File: src/rtl/traffic_phase_controller_pkg.sv
// Shared definitions for the four-way traffic phase controller.
// State encodings, lamp bit positions and a sizing helper.
package traffic_phase_controller_pkg;

  typedef logic [2:0] state_t;

  localparam state_t S_NS_GREEN  = 3'd0;
  localparam state_t S_NS_YELLOW = 3'd1;
  localparam state_t S_ALLRED_A  = 3'd2;
  localparam state_t S_EW_GREEN  = 3'd3;
  localparam state_t S_EW_YELLOW = 3'd4;
  localparam state_t S_ALLRED_B  = 3'd5;
  localparam state_t S_FLASH     = 3'd6;

  localparam int N_R = 0;
  localparam int N_Y = 1;
  localparam int N_G = 2;
  localparam int E_R = 3;
  localparam int E_Y = 4;
  localparam int E_G = 5;
  localparam int S_R = 6;
  localparam int S_Y = 7;
  localparam int S_G = 8;
  localparam int W_R = 9;
  localparam int W_Y = 10;
  localparam int W_G = 11;

  localparam logic [11:0] LAMPS_RED = 12'h249;
  localparam logic [11:0] LAMPS_YEL = 12'h492;

  function automatic int max3(input int a, input int b, input int c);
    int m;
    m = (a > b) ? a : b;
    return (m > c) ? m : c;
  endfunction

endpackage

File: src/rtl/traffic_phase_controller_if.sv
// Sensor inputs, lamp outputs and phase debug bus.
// The controller side is the master.
interface traffic_phase_controller_if;
  logic       ew_req;
  logic       flash_req;
  logic       N_red, N_yellow, N_green;
  logic       E_red, E_yellow, E_green;
  logic       S_red, S_yellow, S_green;
  logic       W_red, W_yellow, W_green;
  logic [2:0] phase;

  modport master (
    input  ew_req, flash_req,
    output N_red, N_yellow, N_green,
    output E_red, E_yellow, E_green,
    output S_red, S_yellow, S_green,
    output W_red, W_yellow, W_green,
    output phase
  );

  modport slave (
    output ew_req, flash_req,
    input  N_red, N_yellow, N_green,
    input  E_red, E_yellow, E_green,
    input  S_red, S_yellow, S_green,
    input  W_red, W_yellow, W_green,
    input  phase
  );
endinterface

File: src/rtl/traffic_phase_controller_tick_prescaler.sv
// Divides clk down to a one-cycle timing tick.
// Count runs 0..DIV-1; tick is high while the count sits at DIV-1.
module tick_prescaler #(
  parameter int DIV = 25_000_000
) (
  input  logic clk,
  input  logic rst_n,
  output logic tick
);

  localparam int CW = (DIV > 1) ? $clog2(DIV) : 1;

  logic [CW-1:0] cnt;

  assign tick = (cnt == CW'(DIV - 1));

  // Free-running counter, wraps after the tick cycle
  always_ff @(posedge clk or negedge rst_n) begin
    if (!rst_n) cnt <= '0;
    else if (tick) cnt <= '0;
    else cnt <= cnt + 1'b1;
  end

endmodule

File: src/rtl/traffic_phase_controller.sv
// Four-way intersection phase FSM with E/W demand and flash mode.
// Lamps are registered alongside the state so they change together.
module traffic_phase_controller
  import traffic_phase_controller_pkg::*;
#(
  parameter int TICK_DIV = 25_000_000,
  parameter int GREEN_T  = 10,
  parameter int YELLOW_T = 3,
  parameter int ALLRED_T = 2
) (
  input logic clk,
  input logic rst_n,
  traffic_phase_controller_if.master bus
);

  localparam int MAXD = max3(GREEN_T, YELLOW_T, ALLRED_T);
  localparam int RW   = (MAXD > 1) ? $clog2(MAXD) : 1;

  localparam logic [RW-1:0] G_LD = RW'(GREEN_T - 1);
  localparam logic [RW-1:0] Y_LD = RW'(YELLOW_T - 1);
  localparam logic [RW-1:0] A_LD = RW'(ALLRED_T - 1);

  logic          tick;
  logic          expire;
  state_t        state, state_d;
  logic [RW-1:0] remain, remain_d;
  logic          pend, pend_d;
  logic          blink, blink_d;
  logic [11:0]   lamp_q, lamp_d;

  tick_prescaler #(.DIV(TICK_DIV)) u_pre (
    .clk   (clk),
    .rst_n (rst_n),
    .tick  (tick)
  );

  assign expire = tick & (remain == '0);

  // State, timers and registered lamp outputs
  always_ff @(posedge clk or negedge rst_n) begin
    if (!rst_n) begin
      state  <= S_ALLRED_B;
      remain <= A_LD;
      pend   <= 1'b0;
      blink  <= 1'b0;
      lamp_q <= LAMPS_RED;
    end else begin
      state  <= state_d;
      remain <= remain_d;
      pend   <= pend_d;
      blink  <= blink_d;
      lamp_q <= lamp_d;
    end
  end

  // Next state: flash request beats phase expiry
  always_comb begin
    state_d  = state;
    remain_d = remain;
    blink_d  = blink;
    pend_d   = pend | bus.ew_req;
    if (tick && remain != '0) remain_d = remain - 1'b1;
    if (tick && bus.flash_req) begin
      state_d = S_FLASH;
      blink_d = (state == S_FLASH) ? ~blink : 1'b1;
    end else if (state == S_FLASH) begin
      if (tick) begin
        state_d  = S_ALLRED_B;
        remain_d = A_LD;
        blink_d  = 1'b0;
      end
    end else if (expire) begin
      case (state)
        S_ALLRED_B: begin
          state_d  = S_NS_GREEN;
          remain_d = G_LD;
        end
        S_NS_GREEN: begin
          if (pend) begin
            state_d  = S_NS_YELLOW;
            remain_d = Y_LD;
          end
        end
        S_NS_YELLOW: begin
          state_d  = S_ALLRED_A;
          remain_d = A_LD;
        end
        S_ALLRED_A: begin
          state_d  = S_EW_GREEN;
          remain_d = G_LD;
          pend_d   = 1'b0;
        end
        S_EW_GREEN: begin
          state_d  = S_EW_YELLOW;
          remain_d = Y_LD;
        end
        S_EW_YELLOW: begin
          state_d  = S_ALLRED_B;
          remain_d = A_LD;
        end
        default: state_d = S_ALLRED_B;
      endcase
    end
  end

  // Lamp decode of the upcoming state
  always_comb begin
    lamp_d = LAMPS_RED;
    unique case (1'b1)
      state_d == S_NS_GREEN: begin
        lamp_d[N_R] = 1'b0;
        lamp_d[N_G] = 1'b1;
        lamp_d[S_R] = 1'b0;
        lamp_d[S_G] = 1'b1;
      end
      state_d == S_NS_YELLOW: begin
        lamp_d[N_R] = 1'b0;
        lamp_d[N_Y] = 1'b1;
        lamp_d[S_R] = 1'b0;
        lamp_d[S_Y] = 1'b1;
      end
      state_d == S_EW_GREEN: begin
        lamp_d[E_R] = 1'b0;
        lamp_d[E_G] = 1'b1;
        lamp_d[W_R] = 1'b0;
        lamp_d[W_G] = 1'b1;
      end
      state_d == S_EW_YELLOW: begin
        lamp_d[E_R] = 1'b0;
        lamp_d[E_Y] = 1'b1;
        lamp_d[W_R] = 1'b0;
        lamp_d[W_Y] = 1'b1;
      end
      state_d == S_FLASH: begin
        lamp_d = blink_d ? LAMPS_YEL : 12'h000;
      end
      default: lamp_d = LAMPS_RED;
    endcase
  end

  assign bus.N_red    = lamp_q[N_R];
  assign bus.N_yellow = lamp_q[N_Y];
  assign bus.N_green  = lamp_q[N_G];
  assign bus.E_red    = lamp_q[E_R];
  assign bus.E_yellow = lamp_q[E_Y];
  assign bus.E_green  = lamp_q[E_G];
  assign bus.S_red    = lamp_q[S_R];
  assign bus.S_yellow = lamp_q[S_Y];
  assign bus.S_green  = lamp_q[S_G];
  assign bus.W_red    = lamp_q[W_R];
  assign bus.W_yellow = lamp_q[W_Y];
  assign bus.W_green  = lamp_q[W_G];
  assign bus.phase    = state;

endmodule

File: src/flat_wrapper.sv
// flat-port wrapper written by rule: the top's interface ports become plain ports
module traffic_phase_controller_flat import traffic_phase_controller_pkg::*;
#(
  parameter int TICK_DIV = 25_000_000,
  parameter int GREEN_T  = 10,
  parameter int YELLOW_T = 3,
  parameter int ALLRED_T = 2
)
  (clk, rst_n, bus_ew_req, bus_flash_req, bus_N_red, bus_N_yellow, bus_N_green, bus_E_red, bus_E_yellow, bus_E_green, bus_S_red, bus_S_yellow, bus_S_green, bus_W_red, bus_W_yellow, bus_W_green, bus_phase);
  traffic_phase_controller_if bus_i ();
  input logic clk;
  input logic rst_n;
  input wire logic [$bits(bus_i.ew_req)-1:0] bus_ew_req;
  input wire logic [$bits(bus_i.flash_req)-1:0] bus_flash_req;
  output wire logic [$bits(bus_i.N_red)-1:0] bus_N_red;
  output wire logic [$bits(bus_i.N_yellow)-1:0] bus_N_yellow;
  output wire logic [$bits(bus_i.N_green)-1:0] bus_N_green;
  output wire logic [$bits(bus_i.E_red)-1:0] bus_E_red;
  output wire logic [$bits(bus_i.E_yellow)-1:0] bus_E_yellow;
  output wire logic [$bits(bus_i.E_green)-1:0] bus_E_green;
  output wire logic [$bits(bus_i.S_red)-1:0] bus_S_red;
  output wire logic [$bits(bus_i.S_yellow)-1:0] bus_S_yellow;
  output wire logic [$bits(bus_i.S_green)-1:0] bus_S_green;
  output wire logic [$bits(bus_i.W_red)-1:0] bus_W_red;
  output wire logic [$bits(bus_i.W_yellow)-1:0] bus_W_yellow;
  output wire logic [$bits(bus_i.W_green)-1:0] bus_W_green;
  output wire logic [$bits(bus_i.phase)-1:0] bus_phase;
  assign bus_i.ew_req = bus_ew_req;
  assign bus_i.flash_req = bus_flash_req;
  assign bus_N_red = bus_i.N_red;
  assign bus_N_yellow = bus_i.N_yellow;
  assign bus_N_green = bus_i.N_green;
  assign bus_E_red = bus_i.E_red;
  assign bus_E_yellow = bus_i.E_yellow;
  assign bus_E_green = bus_i.E_green;
  assign bus_S_red = bus_i.S_red;
  assign bus_S_yellow = bus_i.S_yellow;
  assign bus_S_green = bus_i.S_green;
  assign bus_W_red = bus_i.W_red;
  assign bus_W_yellow = bus_i.W_yellow;
  assign bus_W_green = bus_i.W_green;
  assign bus_phase = bus_i.phase;
  traffic_phase_controller #(.TICK_DIV(TICK_DIV), .GREEN_T(GREEN_T), .YELLOW_T(YELLOW_T), .ALLRED_T(ALLRED_T)) u_core (.clk(clk), .rst_n(rst_n), .bus(bus_i));
endmodule
File: config.mk
export PLATFORM = sky130hd
export DESIGN_NAME = traffic_phase_controller_flat
export DESIGN_NICKNAME = d
export VERILOG_FILES = /design/src/rtl/traffic_phase_controller_pkg.sv /design/src/rtl/traffic_phase_controller_if.sv /design/src/rtl/traffic_phase_controller_tick_prescaler.sv /design/src/rtl/traffic_phase_controller.sv /design/src/flat_wrapper.sv
export SDC_FILE = /design/constraint.sdc
export NUM_CORES = 1
export LEC_CHECK = 0
export BUFFER_PORTS_ARGS = -buffer_cell sky130_fd_sc_hd__buf_4
export CAP_MARGIN = 30
export CORE_AREA = 3 3 84 105
export CTS_CLUSTER_SIZE = 10
export DETAILED_ROUTE_END_ITERATION = 10
export DIE_AREA = 0 0 87 108
export PLACE_DENSITY = 0.45
export RECOVER_POWER = 100
export SYNTH_ARGS = -nofsm -noshare
export SYNTH_HDL_FRONTEND = slang
export SYNTH_HIERARCHICAL = 1
export SYNTH_SLANG_ARGS = --single-unit
File: constraint.sdc
create_clock -name clk -period 5.13 [get_ports clk]
set_clock_uncertainty 0.2 [all_clocks]
set_input_delay 0.2565 -clock clk [delete_from_list [all_inputs] [get_ports clk]]
set_output_delay 0.2565 -clock clk [all_outputs]
set_load 0.05 [all_outputs]
-- After elaboration in Yosys (flattened, before gate mapping)
Cells that the tools add are included.
- output and inout port bits: 15
- bits in registers: 46
- word-level logic and storage cells: 67
- input port bits: 4
- reduce and logical (&&, ||, !) cells: 10
- equal/unequal tests: 11
- multiplexer cells: 35
- bitwise logic cells: 3
- add/sub/neg operators: 2
- operators by type and width (cell ; count):
    25-bit by 1-bit adder with 25-bit output (second input constant) ; 1
    25-bit equality test (second input constant) ; 1
    25-bit 2-to-1 mux ; 1
    4-bit 2-to-1 mux ; 6
    1-bit one-hot mux with 2 select lines ; 12
    4-bit one-hot mux with 4 select lines ; 1
    3-bit equality test (second input constant) ; 5
    3-bit 2-to-1 mux ; 5
    3-bit one-hot mux with 5 select lines ; 1
    11-bit 2-to-1 mux ; 1
    3-bit by 2-bit equality test with 1-bit output (second input constant) ; 3
    1-bit 2-to-1 mux ; 8
    2-bit OR reduction ; 4
    3-bit by 1-bit equality test with 1-bit output (second input constant) ; 2
    3-bit zero test ; 2
    4-bit zero test ; 1
    4-bit nonzero test ; 1
    4-bit by 1-bit subtractor with 4-bit output (second input constant) ; 1
    1-bit logical AND ; 2
    1-bit AND ; 1
    1-bit NOT ; 1
    1-bit OR ; 1

-- Depth between registers and ports, before layout
Gate-level depths: netlist of the first run.
- depth in word-level cells: 8
- depth in mapped cells: 9
- gate-level depth less buffers: 8

-- By module
Netlist of the first run, hierarchy kept.
- modules (own cells, without submodules) (module ; sequential area each (sq um) ; area an instance (sq um) ; cells each ; times used):
    tick_prescaler ; 625.6 ; 1315.0 ; 129 ; 1
    traffic_phase_controller ; 381.6 ; 1026.0 ; 109 ; 1

-- Worst setup path before layout of the first run
Ideal clock, no wire load.
- path kind: reg2reg
- from: register u_core.u_pre.cnt[0]
- to: register u_core.lamp_q[7]
- stages on the path, launching flop included: 10
- library setup time: 0.104 ns
- slack: 2.417 ns
- arrival: 2.409 ns
- period minus slack after synthesis: 2.713 ns
- buffers on the path: 1
- data required time: 4.826 ns
- cell sequence: dfrtp_1 -> ha_1 -> and2_4 -> nand4_1 -> nor4_1 -> nand4bb_1 -> buf_6 -> a211oi_4 -> o21bai_2 -> o41ai_2
- cells in the longest elaborated chain, start to end: 7
- elaborated cells between the ends (all ways): 14
- those cells by class: eq/ne (3); mux (9); bitwise (1); reduce/logical (1)
- ends and longest elaborated chain (what ; line ; RTL):
    start: declaration ; traffic_phase_controller_tick_prescaler.sv:13 ; logic [CW-1:0] cnt;
    start signal: assignment ; traffic_phase_controller_tick_prescaler.sv:21 ; else cnt <= cnt + 1'b1;
    25-bit equality test * ; traffic_phase_controller_tick_prescaler.sv:15 ; assign tick = (cnt == CW'(DIV - 1));
    net u_core.tick ; traffic_phase_controller.sv:23 ; logic tick;
    1-bit AND ; traffic_phase_controller.sv:37 ; assign expire = tick & (remain == '0);
    3-bit 2-to-1 mux ; traffic_phase_controller.sv:72 ; end else if (expire) begin
    3-bit 2-to-1 mux ; traffic_phase_controller.sv:66 ; end else if (state == S_FLASH) begin
    3-bit 2-to-1 mux ; traffic_phase_controller.sv:63 ; if (tick && bus.flash_req) begin
    3-bit equality test / 3-bit by 1-bit equality test with 1-bit output (equally long branches) ; traffic_phase_controller.sv:134, traffic_phase_controller.sv:116 ;
    1-bit one-hot mux with 2 select lines * ; traffic_phase_controller.sv:109 ; unique case (1'b1)
    end signal: assignment ; traffic_phase_controller.sv:52 ; lamp_q <= lamp_d;
    end: declaration ; traffic_phase_controller.sv:29 ; logic [11:0] lamp_q, lamp_d;
Mark *: on every way through the listed nets, which the timed path passes. The rest lies on a longest branch.

-- Worst setup path in the final report of the first run
Ends and elaborated chain as after synthesis.

==> metrics.cfg, run 1 <==
[floorplan]
die_w_um=87
num_io_pins=19
num_rows=36
coreArea_um2=7883
die_area_um2=9396
initial_utilization=0.2970
dieHeight_um=108

[yosys]
synth-compound-area-share=0.1577
yosys_warnings=6
synth-edff-count=0
synth_top_family_by_area=simple AND/OR/NAND/NOR gates
ys.flop_type=dfrtp_1
synth_area_per_cell_um2=9.836
yosys.area_share.simple=0.2533
synthAdderAreaFrac=0.01069
synth-seq-cells=40
synth_cell_types=63
syn_nets=244
async_flop_share=1.000
yosysSeqAreaShare=0.4303
synth-xor-area-share=0.07108
synthCells=238
synth_area_um2=2341
muxShareOfSynthArea=0.01443

[timing]
fin_setup_tns_ps=0
fin_crit_sh=0.7250
fmaxAchievable_ghz=0.2689
fin_hold_ws_ps=51.51
slew_viol_final=41
setup_viol=0
rsz0062_at_grt=false
hold_violations=0
worstMarginPinSlew_ps=2205
worst_slew_margin_rel=-0.4698
fin_crit_ps=3719

[global_routing]
gr-usage-met2=0.1922
antenna_found_initial=0
grt_busiest_layer=met2
grt_pass1_vias=1762
grt.overflow.total=0
track_usage=0.1184
gr-usage-met1=0.1510
grt_max_degree=41
grt.met3_usage=0.02591
grt_pass1_wl_um=8832

[setup_path]
worst_setup_path_end_kind=register
reg2regPathDepth=9
required_ps=5110
reg2reg_to=u_core/lamp_q[7]$_DFF_PN0_
cp_max_fo=16
worstPathArrival_ps=3700
r2r_setup_slack_ps=1410
path_class=register to register
start_kind=register
worstReg2RegStart=u_core/u_pre/cnt[0]$_DFF_PN0_

[clock_tree]
numCtsBuffers=5
clock_path_buffers=2
cts_tree=done
cts_resized=0
clkSinkCount=40
ctsHtreeMaxLevel=2
clkLatencyLatePin_ps=290
root_buffer=clkbuf_8
clkTransAtPathRegs_ps=80

[power_and_ir_drop]
swShare=0.2036
power.share.sequential=0.543
power.share.clock=0.441
p_sw_uw=118.1
irDropWorstVdd_v=0.0001651
internal-power_uw=461.9
leakagePower_nw=0.9967
cellPowerDensity_nw_per_um2=230.5
power_frac_comb=0.016

[final_layout]
final_nets=255
drive_gt1_frac=0.1160
syn2layout_area_growth_pct=7.483
n_antenna_cell=0

[run_status]
status=finished, violations left
violations=max-capacitance violations, max-slew violations

[placement]
gp_congestion=0.7940
io_buffers=18
dp_hpwl_um=3602

[worst_hold_path]
hp-class=input pin to register
hold_end=u_core/pend$_DFF_PN0_
hold_depth=2
min-delay-start=bus_flash_req

[detailed_routing]
route.vias.total=1780
drtAntennaViolNets=0
dr.first_iter.drc_count=86
drt_first_pass_iters=4
drt-total-wl_um=5085
drcViolationCount=0
routedWlPerCell_um=14.74
viasPerCell=5.159

[run]
drv_cap=1

power groups by stage:
stage	registers [mW]	clock network (mW)	logic (mW)
floorplan	0.321	0	0.000167
global placement	0.321	0	0.00931
detailed placement	0.321	0	0.00921
CTS	0.315	0.268	0.0104
global route	0.315	0.285	0.0109
finish	0.315	0.256	0.00914
synth_stat cells (3+ instances only):
library cell | n | area share
mux2_2 | 3 | 0.014
nand2b_1 | 3 | 0.0080
buf_6 | 4 | 0.019
nand3_1 | 11 | 0.024
o22ai_1 | 4 | 0.011
nor2_1 | 17 | 0.027
nand4_1 | 8 | 0.021
nor3_1 | 4 | 0.0086
and4_1 | 4 | 0.015
dfstp_2 | 5 | 0.056
nor4_1 | 5 | 0.013
xor2_1 | 7 | 0.026
inv_1 | 5 | 0.0080
or3_2 | 3 | 0.0096
xnor2_1 | 12 | 0.045
nand2_1 | 19 | 0.030
buf_4 | 7 | 0.022
buf_2 | 3 | 0.0064
and2_1 | 4 | 0.011
o21ai_0 | 14 | 0.030
dfrtp_1 | 35 | 0.37
a21oi_1 | 12 | 0.026
layout by cell type, fill, tap and decap left out, types with 2 or more instances in the layout:
cell type / instances
a211oi_1: 2
a21oi_1: 12
and2_0: 2
and2_1: 3
and3_1: 2
and4_1: 4
and4_4: 2
buf_4: 4
clkbuf_1: 16
clkbuf_8: 5
dfrtp_1: 35
dfstp_1: 2
dfstp_2: 3
dlygate4sd3_1: 2
ha_1: 2
inv_1: 5
mux2_2: 3
nand2_1: 19
nand2b_1: 3
nand3_1: 11
nand3b_1: 2
nand4_1: 8
nor2_1: 18
nor2b_1: 2
nor3_1: 4
nor4_1: 5
o21ai_0: 14
o221ai_1: 2
o22ai_1: 4
or3_1: 2
or3_2: 3
xnor2_1: 12
xor2_1: 7
critical path, stage by stage, from the launching register on:
cell	delay, ps
dfrtp_1	390
ha_1	210
and2_0	290
nand4_1	260
nor4_1	340
clkbuf_1	510
nand4bb_1	460
a211oi_1	430
o21bai_1	180
o41ai_1	320
layer usage:
layer  wire (um)  share of wire
met3         129          0.025
met4          95          0.019
met1        2256           0.44
met2        2604           0.51
met5           0              0
metrics by stage:
| step | utilization | total power, mW | setup slack, ps | instances | area [um2] |
|---|---|---|---|---|---|
| CTS | 0.3314 | 0.5933 | 1929 | 345 | 2613 |
| finish | 0.3192 | 0.5800 | 1411 | 345 | 2516 |
| global route | 0.3192 | 0.6113 | 980.2 | 345 | 2516 |
| global placement | 0.3152 | 0.3306 | 2045 | 335 | 2485 |
| detailed placement | 0.3152 | 0.3305 | 1983 | 335 | 2485 |
| floorplan | - | 0.3216 | 2417 | 238 | 2341 |
state kept, by name, summed over array words and instances, names as in the netlist:
signal,count
u_core/blink,1
u_core/u_pre/cnt,25
u_core/pend,1
u_core/bus.phase,3
u_core/lamp_q,6
u_core/remain,4
area by class of cell:
type / instances / area [um2]
Timing Repair Buffer: 21 / 106.4
Tap cell: 95 / 118.9
Multi-Input combinational cell: 175 / 1154
Clock buffer: 6 / 72.57
Sequential cell: 40 / 1007
Clock inverter: 2 / 35.03
Fill cell: 818 / 5366
Inverter: 6 / 22.52
what timing repair did:
action                                 CTS  global route
endpoints found under the hold margin   36             0
setup endpoints to repair                0             0
buffers inserted                         0             0
hold buffers                             2             0
cell families (layout without fill, tap and decap cells):
logic type	count (synthesis)	after routing
XOR/XNOR	19	19
AO/OA/AOI/OAI	52	52
adder cells (fa/ha/maj)	2	2
AND/OR/NAND/NOR	99	99
multiplexers	3	3
flip-flops	40	40
buffers and inverters	23	35
worst max path at each step:
stage / startpoint / end / slack (ps) / cells past startpoint
after floorplan: u_core/u_pre/cnt[0]$_DFF_PN0_ / u_core/lamp_q[7]$_DFF_PN0_ / 2420 / 9
after global placement: u_core/u_pre/cnt[0]$_DFF_PN0_ / u_core/lamp_q[9]$_DFF_PN1_ / 2040 / 9
after detailed placement: u_core/u_pre/cnt[0]$_DFF_PN0_ / u_core/lamp_q[9]$_DFF_PN1_ / 1980 / 9
after CTS: u_core/u_pre/cnt[0]$_DFF_PN0_ / u_core/lamp_q[9]$_DFF_PN1_ / 1930 / 9
after global routing: u_core/u_pre/cnt[0]$_DFF_PN0_ / u_core/lamp_q[7]$_DFF_PN0_ / 980 / 9
final: u_core/u_pre/cnt[0]$_DFF_PN0_ / u_core/lamp_q[7]$_DFF_PN0_ / 1410 / 9
No activity file was read; power rests on OpenSTA's default activity.
==> run 2, diff against run 1 <==
- clock period: 5.13 -> 3.67 ns (I/O delays scaled with it)
==> metrics.cfg, run 2 (synthesis gave the netlist of run 1 again) <==
[clock_tree]
root_buffer=clkbuf_8
clock_path_buffers=2
clkSinkCount=40
ctsHtreeMaxLevel=2
numCtsBuffers=5
clkLatencyLatePin_ps=290
cts_tree=done
clkTransAtPathRegs_ps=80

[setup_path]
worstPathArrival_ps=3260
required_ps=3650
crit_chain=ha_1 > and2_4 > nand4_1 > nor4_1 > buf_4 > and4bb_2 > nand2b_1 > o32a_1 > dlygate4sd3_1
path_class=register to register
r2r_setup_slack_ps=390
worst_setup_path_end_kind=register
cp_max_fo=15
crit_slowest_cell=dlygate4sd3_1
critPathMaxStageDelay_ps=550
start_kind=register

[detailed_routing]
viasPerCell=5.184
dr.first_iter.drc_count=73
drt-total-wl_um=5091
drcViolationCount=0
routedWlPerCell_um=14.67
drt_first_pass_iters=4
drtAntennaViolNets=0
route.vias.total=1799

[global_routing]
grt_pass1_vias=1824
grt_pass1_wl_um=8797
track_usage=0.1173
grt.overflow.total=0
antenna_found_initial=0
grt_max_degree=41

[final_layout]
layout_commonest_cell=dfrtp_1
fin_cells=347
ff_latch_area_um2=1007
nFillCells=827
syn2layout_area_growth_pct=8.284
top_regs=u_core/u_pre/cnt x25, u_core/lamp_q x6, u_core/remain x4
regMostFlops=u_core/u_pre/cnt
final_nets=257
final_cell_mix=35 x dfrtp_1, 19 x nand2_1, 18 x nor2_1
drive_gt1_frac=0.1389
largest_reg_flops=25
n_antenna_cell=0
multi_input_area_um2=1170

[power_and_ir_drop]
cellPowerDensity_nw_per_um2=297.9
leakagePower_nw=0.9930
irDropWorstVdd_v=0.0001226

[floorplan]
num_rows=36
num_io_pins=19
die_w_um=87
die_area_um2=9396
initial_utilization=0.2970
dieHeight_um=108
coreArea_um2=7883

[timing]
fin_crit_ps=3283
hold_violations=0
slew_viol_final=41
fmaxAchievable_ghz=0.3046
fin_crit_sh=0.8946
worst_slew_margin_rel=-0.4487
setup_viol=0
worstMarginPinSlew_ps=2173
rsz0062_at_grt=false
fin_setup_tns_ps=0

[placement]
dp_hpwl_um=3669
placed_cells=336
gp_congestion=0.8341
io_buffers=18

[run_status]
status=finished, violations left
violations=max-capacitance violations, max-slew violations

[run]
drv_cap=2

[worst_hold_path]
hp-class=input pin to register

-- run 2: critical path, delay by kind of cell, from the launching register on --
family                   cells  cell delay [ps]
buffers and inverters        2              830
flip-flops                   1              400
AND/OR/NAND/NOR              5             1250
adder cells (fa/ha/maj)      1              220
AO/OA/AOI/OAI                1              270
-- run 2: cell type report --
class,instances,share of cell area
well taps,95,0.04689
clock buffers,6,0.03258
multi-input cells,175,0.4615
inverters,6,0.008885
clock inverters,2,0.003949
flip-flops and latches,40,0.3973
repair buffers,23,0.04886
-- run 2: worst paths after layout --
check	startpoint	to	cells past startpoint
setup / recovery	u_core/u_pre/cnt[0]$_DFF_PN0_	u_core/pend$_DFF_PN0_	9
hold / removal	bus_flash_req	u_core/remain[1]$_DFF_PN0_	3
setup reg to reg	u_core/u_pre/cnt[0]$_DFF_PN0_	u_core/pend$_DFF_PN0_	9
hold reg to reg	u_core/u_pre/cnt[0]$_DFF_PN0_	u_core/u_pre/cnt[0]$_DFF_PN0_	1
max in group asynchronous	rst_n	u_core/bus.phase[1]$_DFF_PN0_	2
min in group asynchronous	rst_n	u_core/u_pre/cnt[3]$_DFF_PN0_	2
-- run 2: what timing repair did --
action                                 CTS  global route
hold buffers                             3             0
gates resized for setup                  0             0
buffers inserted                         0             0
endpoints found under the hold margin   36             0
-- run 2: metrics by stage --
step                worst slack (ps)  utilization  power [mW]  hold WS [ps]  instance area [um2]
CTS                            412.1       0.3317      0.7710         36.10                 2615
floorplan                      957.2            -      0.4495        -312.1                 2341
global route                   112.6       0.3216      0.7943         44.56                 2535
finish                         387.0       0.3216      0.7551         45.14                 2535
detailed placement             631.7       0.3162      0.4616         2.265                 2492
global placement               701.6       0.3162      0.4616         4.494                 2492
-- run 2: metal layers --
layer  routed length, um  share of wire  global-route usage
met3                 140          0.027             0.02820
met2                2555           0.50              0.1992
met5                   0              0                   0
met4                  68          0.013             0.04343
met1                2326           0.46              0.1424
-- run 2: report_power, final --
| group | internal [mW] | total [mW] | leakage [nW] | switching [mW] |
|---|---|---|---|---|
| registers | 0.441 | 0.441 | 0.500 | 0.0000000000000000345 |
| logic | 0.00317 | 0.0125 | 0.442 | 0.00935 |
| clock network | 0.150 | 0.302 | 0.0510 | 0.152 |
==> run 3, diff against run 2 <==
- ABC_AREA: not set -> 1
- CORE_AREA: 3 3 84 105 -> 3 3 97 99
- DIE_AREA: 0 0 87 108 -> 0 0 100 102
- SETUP_SLACK_MARGIN: not set -> 0.4
==> metrics.cfg, run 3 <==
[yosys]
ys.flop_type=dfrtp_1
synthTopCellsByArea=dfrtp_1 34%, nand2_1 13%, nor2_1 7.5%
yosys_warnings=6
ys_top_cells_by_count=87 x nand2_1, 51 x nor2_1, 40 x inv_1, 35 x dfrtp_1, 25 x nand3_1
synth_cell_types=32
synth_area_um2=2565
synth_most_common_cell=nand2_1
synth_area_per_cell_um2=7.413
async_flop_share=1.000
synth-edff-count=0
synth-seq-cells=40
synth.top_cell.area_share=0.3415
yosysSeqAreaShare=0.3927
synth_top_cell_by_area=dfrtp_1
syn_nets=352
synthCells=346

[timing]
fmaxAchievable_ghz=0.3431
fin_setup_tns_ps=0
slew_viol_final=41
setup_viol=0
worstMarginPinSlew_ps=2183
worst_slew_margin_rel=-0.4551
rsz0062_at_grt=false
fin_crit_sh=0.7941
hold_violations=0
fin_crit_ps=2914
layout_setup_ws_ps=755.6
fin_hold_ws_ps=120.3

[clock_tree]
cts_tree=done
clkLatencyLatePin_ps=290
ctsHtreeMaxLevel=2
clkSinkCount=40
clkTransAtPathRegs_ps=80
cts_setup_buffers=0
clock_path_buffers=2
root_buffer=clkbuf_8
cts_hold_buf=3
numCtsBuffers=5
cts_resized=0

[setup_path]
crit_slowest_cell=dlygate4sd3_1
cp_max_fo=10
critPathBufInv=3
reg2regPathDepth=11
worstPathArrival_ps=2890
crit_family=simple AND/OR/NAND/NOR gates
start_kind=register
cp.depth=11
cpMostUsedCell=nand3_4
worst_setup_path_end_kind=register
critPathMaxStageDelay_ps=560
required_ps=3650
path_class=register to register
crit_chain=ha_1 > nand2_2 > nor2_1 > nand2_4 > nor2_4 > nand3_4 > clkinv_2 > nand3_4 > inv_1 > a21oi_1 > dlygate4sd3_1

[placement]
placed_area_um2=2785
gp_congestion=0.8252
pre_cts_ws_ps=1218
placed_cells=465
dp_hpwl_um=4482
io_buffers=18

[global_routing]
grt_max_degree=41
track_usage=0.1240
grt_pass1_wl_um=10060
antenna_found_initial=0
grt_pass1_vias=2147
grt.overflow.total=0

[floorplan]
num_rows=34
dieHeight_um=102
num_io_pins=19
die_w_um=100
initial_utilization=0.2970
coreArea_um2=8636
die_area_um2=10200

[final_layout]
regMostFlops=u_core/u_pre/cnt
drive_gt1_frac=0.1277
multi_input_area_um2=1256
final_cell_mix=88 x nand2_1, 59 x nor2_1, 43 x inv_1
design_area_um2=2806
top_regs=u_core/u_pre/cnt x25, u_core/lamp_q x6, u_core/remain x4
fin_cells=476
post-route-util=0.3250
largest_reg_flops=25
final_nets=373
layout_commonest_cell=nand2_1
ff_latch_area_um2=1007
n_antenna_cell=0
nFillCells=949
syn2layout_area_growth_pct=9.415

[detailed_routing]
drt_first_pass_iters=4
route.vias.total=2163
drt-total-wl_um=5790
viasPerCell=4.544
dr.first_iter.drc_count=67
routedWlPerCell_um=12.16
drcViolationCount=0
drtAntennaViolNets=0

[power_and_ir_drop]
power.share.clock=0.443
power_frac_comb=0.015
p_sw_uw=167.2
internal-power_uw=645.6
leakagePower_nw=1.371
power.share.sequential=0.542
irDropWorstVdd_v=0.0001111
cellPowerDensity_nw_per_um2=289.6
swShare=0.2057
power_uw=812.8

[run_status]
violations=max-capacitance violations, max-slew violations
status=finished, violations left

[worst_hold_path]
hp-class=input pin to register
hold_depth=4

[run]
drv_cap=1

-- run 3: tightest hold or removal path, stage by stage --
cell     delay (ps)
buf_4            90
nand2_1         150
nand3_1         130
nand2_1          50
-- run 3: cells by family (layout without fill, tap and decap cells) --
logic type	after synthesis	in the layout	synth area share
simple gates	211	211	0.4156
compound gates	25	25	0.05220
flops	40	40	0.3927
fa+ha+maj	2	2	0.009755
buf+inv	58	80	0.09560
xor+xnor	10	10	0.03415
-- run 3: final cells by class --
class / count / share of cell area
multi-input combinational: 248 / 0.4476
sequential: 40 / 0.3589
inverter: 51 / 0.06955
tap: 108 / 0.04815
timing repair buffer: 21 / 0.03745
clock buffer: 6 / 0.02586
clock inverter: 2 / 0.01248
-- run 3: layer usage --
| metal | global-route usage | wire length, um | vias to the layer above |
|---|---|---|---|
| met3 | 0.02253 | 219 | 5 |
| met5 | 0 | 0 | - |
| met4 | 0.03420 | 28 | 0 |
| li1 | - | - | 1114 |
| met1 | 0.1510 | 2579 | 1011 |
| met2 | 0.2252 | 2961 | 33 |
-- run 3: worst paths after layout --
path	startpoint	end	slack (ps)
max	u_core/u_pre/cnt[0]$_DFF_PN0_	u_core/pend$_DFF_PN0_	760
min	bus_flash_req	u_core/remain[0]$_DFF_PN1_	120
max reg2reg	u_core/u_pre/cnt[0]$_DFF_PN0_	u_core/pend$_DFF_PN0_	760
min reg2reg	u_core/u_pre/cnt[0]$_DFF_PN0_	u_core/u_pre/cnt[0]$_DFF_PN0_	290
max in group asynchronous	rst_n	u_core/lamp_q[5]$_DFF_PN0_	1160
min in group asynchronous	rst_n	u_core/u_pre/cnt[11]$_DFF_PN0_	870
-- run 3: power groups by stage --
stage	clock network (mW)	logic, mW	registers [mW]
floorplan	0	0.0000584	0.449
global placement	0	0.0123	0.449
detailed placement	0	0.0126	0.449
CTS	0.379	0.0142	0.441
global route	0.396	0.0149	0.441
finish	0.360	0.0122	0.441
